--- config.mk ---
export PLATFORM = sky130hd
export DESIGN_NAME = pipe_ctrl
export DESIGN_NICKNAME = d
export VERILOG_FILES = /design/src/rtl/pipe_ctrl_pkg.sv /design/src/rtl/pipe_ctrl_wait_timer.sv /design/src/rtl/pipe_ctrl.sv
export SDC_FILE = /design/constraint.sdc
export NUM_CORES = 1
export LEC_CHECK = 0
export ABC_CLOCK_PERIOD_IN_PS = 2700
export CORE_MARGIN = 2
export CORE_UTILIZATION = 26
export CTS_CLUSTER_DIAMETER = 60
export DETAILED_ROUTE_END_ITERATION = 10
export PLACE_DENSITY = 0.55
export RECOVER_POWER = 25
export SLEW_MARGIN = 20
export SYNTH_ARGS = -nofsm -noshare
export SYNTH_HDL_FRONTEND = slang
export SYNTH_SLANG_ARGS = --single-unit
--- constraint.sdc ---
create_clock -name clk -period 2.7 [get_ports clk]
set_clock_uncertainty 0.2 [all_clocks]
set_input_delay 0.54 -clock clk [delete_from_list [all_inputs] [get_ports clk]]
set_output_delay 0.54 -clock clk [all_outputs]
set_load 0.05 [all_outputs]
--- src/rtl/pipe_ctrl_pkg.sv ---
// Shared pipeline-control types and opcode constants used by the
// stall/flush sequencer and the hazard-detection logic.
package pipe_ctrl_pkg;

  typedef enum logic [1:0] {
    RUN      = 2'd0,
    MEM_WAIT = 2'd1,
    HALT     = 2'd2
  } state_e;

  localparam logic [6:0] OP_LOAD   = 7'b0000011;
  localparam logic [6:0] OP_STORE  = 7'b0100011;
  localparam logic [6:0] OP_BRANCH = 7'b1100011;

endpackage

--- src/rtl/pipe_ctrl_wait_timer.sv ---
// Saturating data-memory wait counter with watchdog compare.
// A MAX_WAIT of 0 disables timeout_hit entirely.
module pipe_wait_timer #(
  parameter int unsigned MAX_WAIT = 255,
  parameter int unsigned WAIT_W   = 8
) (
  input  logic clk,
  input  logic rst_n,
  input  logic i_start,
  input  logic i_inc,
  output logic o_timeout_hit
);

  logic [WAIT_W-1:0] r_cnt;

  always_ff @(posedge clk) begin
    if (!rst_n) begin
      r_cnt <= '0;
    end else if (i_start) begin
      r_cnt <= WAIT_W'(1);
    end else if (i_inc && (r_cnt != '1)) begin
      r_cnt <= r_cnt + 1'b1;
    end
  end

  assign o_timeout_hit = (MAX_WAIT != 0) && (r_cnt == WAIT_W'(MAX_WAIT));

endmodule

--- src/rtl/pipe_ctrl.sv ---
// Stall/flush sequencer for the 5-stage RV32I pipeline: combinational
// pipeline-register enables, data-memory wait FSM, watchdog, halt, stall counter.
module pipe_ctrl
  import pipe_ctrl_pkg::*;
#(
  parameter int unsigned MAX_WAIT = 255,
  parameter int unsigned WAIT_W   = 8,
  parameter int unsigned CNT_W    = 32
) (
  input  logic             clk,
  input  logic             rst_n,
  input  logic             load_use_hz,
  input  logic             branch_hz,
  input  logic             branch_taken,
  input  logic             imem_ready,
  input  logic             dmem_req,
  input  logic             dmem_ready,
  input  logic             halt_req,
  output logic             pc_we,
  output logic             if_id_we,
  output logic             if_id_flush,
  output logic             id_ex_we,
  output logic             id_ex_flush,
  output logic             ex_mem_we,
  output logic             mem_wb_flush,
  output logic             halted,
  output logic             mem_timeout,
  output logic [CNT_W-1:0] stall_cycles
);

  state_e             r_state;
  state_e             w_next;
  logic               r_timeout;
  logic [CNT_W-1:0]   r_stall;
  logic               w_freeze;
  logic               w_start;
  logic               w_inc;
  logic               w_set_timeout;
  logic               w_timeout_hit;

  pipe_wait_timer #(
    .MAX_WAIT (MAX_WAIT),
    .WAIT_W   (WAIT_W)
  ) u_wait_timer (
    .clk           (clk),
    .rst_n         (rst_n),
    .i_start       (w_start),
    .i_inc         (w_inc),
    .o_timeout_hit (w_timeout_hit)
  );

  // A completing MEM_WAIT cycle is evaluated like RUN with dmem_req ignored,
  // so the freeze condition is the only place the two states differ.
  assign w_freeze = ((r_state == RUN) && dmem_req && !dmem_ready) ||
                    ((r_state == MEM_WAIT) && !dmem_ready);

  always_comb begin
    pc_we        = 1'b1;
    if_id_we     = 1'b1;
    if_id_flush  = 1'b0;
    id_ex_we     = 1'b1;
    id_ex_flush  = 1'b0;
    ex_mem_we    = 1'b1;
    mem_wb_flush = 1'b0;
    if (!rst_n) begin
      pc_we        = 1'b0;
      if_id_we     = 1'b0;
      if_id_flush  = 1'b1;
      id_ex_we     = 1'b0;
      id_ex_flush  = 1'b1;
      ex_mem_we    = 1'b0;
      mem_wb_flush = 1'b1;
    end else if (r_state == HALT) begin
      pc_we        = 1'b0;
      if_id_we     = 1'b0;
      id_ex_we     = 1'b0;
      ex_mem_we    = 1'b0;
    end else if (w_freeze) begin
      pc_we        = 1'b0;
      if_id_we     = 1'b0;
      id_ex_we     = 1'b0;
      ex_mem_we    = 1'b0;
      mem_wb_flush = 1'b1;
    end else if (load_use_hz || branch_hz) begin
      pc_we        = 1'b0;
      if_id_we     = 1'b0;
      id_ex_flush  = 1'b1;
    end else if (branch_taken) begin
      if_id_flush  = 1'b1;
    end else if (!imem_ready) begin
      pc_we        = 1'b0;
      if_id_flush  = 1'b1;
    end
  end

  always_comb begin
    w_next        = r_state;
    w_start       = 1'b0;
    w_inc         = 1'b0;
    w_set_timeout = 1'b0;
    case (r_state)
      RUN: begin
        if (halt_req) begin
          w_next = HALT;
        end else if (w_freeze) begin
          w_next  = MEM_WAIT;
          w_start = 1'b1;
        end
      end
      MEM_WAIT: begin
        if (dmem_ready) begin
          w_next = halt_req ? HALT : RUN;
        end else begin
          w_inc = 1'b1;
          if (w_timeout_hit) begin
            w_next        = HALT;
            w_set_timeout = 1'b1;
          end
        end
      end
      HALT:    w_next = HALT;
      default: w_next = RUN;
    endcase
  end

  always_ff @(posedge clk) begin
    if (!rst_n) begin
      r_state   <= RUN;
      r_timeout <= 1'b0;
      r_stall   <= '0;
    end else begin
      r_state <= w_next;
      if (w_set_timeout) begin
        r_timeout <= 1'b1;
      end
      if ((r_state != HALT) && !pc_we && (r_stall != '1)) begin
        r_stall <= r_stall + 1'b1;
      end
    end
  end

  assign halted       = (r_state == HALT);
  assign mem_timeout  = r_timeout;
  assign stall_cycles = r_stall;

endmodule

# After elaboration in Yosys (flattened, before gate mapping)
# Cells that the tools add are included.
# word_totals
ff_bits	43
latchBits	0
ramBits	0
rom_bits	0
input_bits	9
out_inout_bits	41
wordCells	71
n_memories	0
# classes
n_addsub	2
mul	0
div	0
magnitude_cmp	0
n_eq_ne	8
shift	0
muxes	41
bitwise	1
reduce_logical	14
# ops
cell	n
$mux 1	35
$add 32x1->32 const B	1
$ne 32x32->1 const B	1
$mux 2	5
$add 8x1->8 const B	1
$eq 8x8->1 const B	1
$ne 8x8->1 const B	1
$logic_and 1x1->1	6
$pmux 2 s3	1
$ne 3x2->1 const B	1
$ne 3x3->1 const B	1
$eq 2x1->1 const B	1
$eq 2x2->1 const B	1
$logic_not 1->1	2
$logic_not 2->1	1
$logic_or 1x1->1	2
$ne 2x2->1 const B	1
$reduce_and 2->1	1
$reduce_bool 2->1	1
$reduce_or 2->1	1
$not 1->1	1

# Longest topological paths before layout
# depth
word_depth	10
depth_mapped	9
mapped_depth_nobuf	6

# Modules after synthesis
# From an unflattened synthesis, not the netlist that was laid out.
# hier_totals
hier_cells	298
area_unflattened_um2	2474.9
# modules_own_cells
mod	n_inst	cells_each	area_each_um2	seq_area_each_um2
pipe_ctrl	1	246	2019.4	700.7
pipe_wait_timer	1	52	455.4	160.2

# Worst setup path after synthesis
# OpenSTA, ideal clock, no wires.
# synth_timing
path_kind	input -> output
start	input dmem_req
end	output if_id_flush
t_arrival_ps	2485
required_time_ps	1960
slack_ps	-525
path_stages	3
path_buffers	0
cell_sequence	o21ai_0 nand2_1 o41ai_1
# synth_via
elab_chain_cells	6
# synth_lines
element	line_no	rtl
start: declaration	pipe_ctrl.sv:16	input logic dmem_req,
$logic_and 1x1->1 (2 in a row)	pipe_ctrl.sv:54	assign w_freeze = ((r_state == RUN) && dmem_req && !dmem_ready) ||
$logic_or 1x1->1	pipe_ctrl.sv:54	
$mux 1	pipe_ctrl.sv:78	end else if (w_freeze) begin
$mux 1	pipe_ctrl.sv:73	end else if (r_state == HALT) begin
$mux 1	pipe_ctrl.sv:65	if (!rst_n) begin
end: declaration	pipe_ctrl.sv:21	output logic if_id_flush,
# No other way between the ends.

# Worst setup path after layout
# layout_timing
start	input rst_n
end	output ex_mem_we
# layout_via
elab_chain_cells	1
# layout_lines
element	line_no	rtl
start: declaration	pipe_ctrl.sv:11	input logic rst_n,
$mux 1	pipe_ctrl.sv:65	
end: declaration	pipe_ctrl.sv:24	output logic ex_mem_we,
# No other way between the ends.

==> flow_metrics.env <==
export IMPL_critPathSlowestCell="dlygate4sd3_1"
export IMPL_ys_ff_latch=43
export IMPL_cts_setup_buffers=0
export IMPL_cp_cell_sequence="dlygate4sd3_1, clkbuf_1, inv_1, nor2_4, buf_12"
export IMPL_n_fill_cell=945
export IMPL_grt_max_degree=38
export IMPL_met3_usage_pct=2.91
export IMPL_track_usage_pct=12.7
export IMPL_h_tree_depth=2
export IMPL_via_per_inst=5.28
export IMPL_synth_top_area_cell="dfxtp_1"
export IMPL_fin_crit_sh_pct=97.8
export IMPL_sw_frac_of_total_pct=28.3
export IMPL_wl_per_cell_um=13.8
export IMPL_finalHoldViolations=0
export IMPL_cts_buffer_depth=2
export IMPL_max_stage_delay_ns=0.58
export IMPL_seq_power_share_pct=52.3
export IMPL_fp_dieW_um=101
export IMPL_status="completed"
export IMPL_hold_class="reg -> reg"
export IMPL_grt_ovfl_total=0
export IMPL_routed_wl_mm=6.20
export IMPL_cap_violations=0
export IMPL_drv_slew=0
export IMPL_place_port_buffers=49
export IMPL_met2_usage_pct=19.9
export IMPL_power_frac_comb_pct=15.7
export IMPL_ant_nets=0
export IMPL_end_kind="output pin"
export IMPL_drtIter0Drc=132
export IMPL_area_growth_synth_to_final_pct=29.5
export IMPL_synth_common_cells="43 x dfxtp_1, 23 x a21oi_1, 23 x nand2_1"
export IMPL_finalCriticalPeriod_ns=2.64
export IMPL_crit_type="in -> out"
export IMPL_row_count=35
export IMPL_clockRootBuffer="clkbuf_8"
export IMPL_crit_arrival_ns=1.90
export IMPL_vias=2369
export IMPL_layout_drive_gt1_share_pct=9.47
export IMPL_r2r_start="stall_cycles[0]$_SDFFE_PN0P_"
export IMPL_seq_area_frac_synth_pct=35.3
export IMPL_hold_start="mem_timeout$_SDFFE_PN0P_"
export IMPL_worst_slew_pin_slew_ns=1.14
export IMPL_utilization_pct=34.5
export IMPL_core_area_um2=9150
export IMPL_drc_errors=0
export IMPL_grt_first_pass_wirelength_mm=10.5
export IMPL_rsz0062_at_grt="false"
export IMPL_synth_edf_count=0
export IMPL_clk_latency_ns=0.29
export IMPL_leakage_nw=1.06
export IMPL_p_int_w=0.000895
export IMPL_cts_buffers=5
export IMPL_crit_required_ns=1.96
export IMPL_path_max_fanout=7
export IMPL_syn_inst=288
export IMPL_gp_congestion=0.748
export IMPL_yosys_warnings=0
export IMPL_startpoint="rst_n"
export IMPL_p_per_area_nw_per_um2=395
export IMPL_antenna_found_initial=0
export IMPL_syn_area_per_cell_um2=8.47
export IMPL_synthDistinctLibCells=47
export IMPL_setup_viol=0
export IMPL_synthTopCellsByArea="dfxtp_1 35%, a21oi_1 4.7%, nand3_1 4.5%, o31ai_1 4.3%, or4_1 4.0%"
export IMPL_use_met1_pct=17.4
export IMPL_path_delay_family="buffers and inverters"
export IMPL_hpwl_mm=4.43
export IMPL_start_util_pct=26.6
export IMPL_ios=50
export IMPL_power_total_w=0.00125
export IMPL_die_y_um=101
export IMPL_synth_top_area_share_pct=35.3
export IMPL_nets=348
export IMPL_grt_pass1_vias=2183
export IMPL_die_area_um2=10200
export IMPL_max_slew_margin_pct=24.3
export IMPL_dr_pass1_iters=4
export IMPL_fmax_ghz=0.379
export IMPL_async_reset_ff_share_pct=0
export IMPL_top_usage_layer="met2"
export IMPL_tritoncts="yes"
export IMPL_worst_setup_path_start_kind="primary input"
export IMPL_cp_num_buf_inv=4
export IMPL_synth_ff_type="dfxtp_1"
export IMPL_syn_nets=299
export IMPL_synth_most_common_cell="dfxtp_1"
export IMPL_antenna_cells=0
export IMPL_clock_sinks=43
export IMPL_switching_power_w=0.000353
export IMPL_synth_cell_area_um2=2440
export IMPL_clockPowerShare_pct=32.0
export IMPL_clk_pin_slew_ns=0.08
export IMPL_worst_ir_drop_vdd_mv=0.180
[state kept, by name, summed over array words and instances (netlist names)]
register and flops:
u_wait_timer.r_cnt 8, mem_timeout 1, stall_cycles 32, r_state 2
[stage by stage]
stage               setup TNS, ns  hold slack (ns)  std cells  worst slack (ns)  cell area, µm²
floorplan                       0            0.284        288           0.00621            2450
global placement          -0.0505            0.284        441           -0.0505            3080
detailed placement         -0.177            0.280        441           -0.0911            3080
CTS                             0            0.313        449            0.0708            3160
global route                    0            0.342        449           0.00864            3160
finish                          0            0.295        449            0.0596            3160
[layer usage]
metal  wire (µm)  part of all wire [%]
met1        3010                    49
met5           0                     0
met3         276                   4.5
met2        2860                    46
met4          48                  0.77
[worst register-to-register path: cells and delay by family, from the launching register on]
| family | cells | cell delay [ns] |
|---|---|---|
| AOI/OAI and AO/OA | 2 | 0.37 |
| and+or+nand+nor | 3 | 1.22 |
| adders and majority gates | 1 | 0.22 |
| DFF | 1 | 0.43 |
[power groups by stage]
stage                     clock network (W)  logic (W)  registers (W)
final                              0.000399   0.000197       0.000652
after global routing               0.000441   0.000210       0.000655
after CTS                          0.000418   0.000199       0.000653
after detailed placement                  0   0.000199       0.000667
after global placement                    0   0.000196       0.000668
after floorplan                           0   0.000109       0.000682
[repair_timing]
item | 4_1_cts | 5_1_grt
resized for setup | 0 | 2
endpoints found under the hold margin | 0 | 0
endpoints found under the setup margin | 0 | 4
hold buffers | 0 | 0
[kinds of logic after synthesis]
logic type	Yosys count	share of synthesized area [%]
muxes	8	3.28
xor gates and xnor gates	6	2.15
adders and majority gates	2	1.03
DFF	43	35.3
and+or+nand+nor	138	34.1
AOI/OAI and AO/OA	66	18.1
buffers and inverters	25	6.05
[cell usage in the layout (no fill, tap or decap), types with 12 or more instances in the layout]
cell	n
dfxtp_1	43
nand4_1	12
nand2b_1	12
o31ai_1	14
clkdlybuf4s50_1	36
a21oi_1	23
nand2_1	23
nor2_1	19
or4_1	13
nand3_1	22
[layout make-up]
type | instances | area (µm²) | share of cell area [%]
clock buffer | 7 | 76.3 | 2.42
inverter | 8 | 30.0 | 0.951
clock inverter | 1 | 5.00 | 0.158
timing repair buffer | 59 | 599 | 19.0
tap | 111 | 139 | 4.40
multi-input combinational | 220 | 1450 | 45.8
sequential | 43 | 861 | 27.3
[worst paths after layout]
| check | end | slack [ns] | cells after the start |
|---|---|---|---|
| worst min-delay path | mem_timeout$_SDFFE_PN0P_ | 0.29 | 2 |
| worst max register to register | stall_cycles[20]$_SDFFE_PN0P_ | 0.18 | 6 |
| worst min register to register | mem_timeout$_SDFFE_PN0P_ | 0.29 | 2 |
| worst max-delay path | ex_mem_we | 0.06 | 5 |
(Power assumes the default switching activity.)
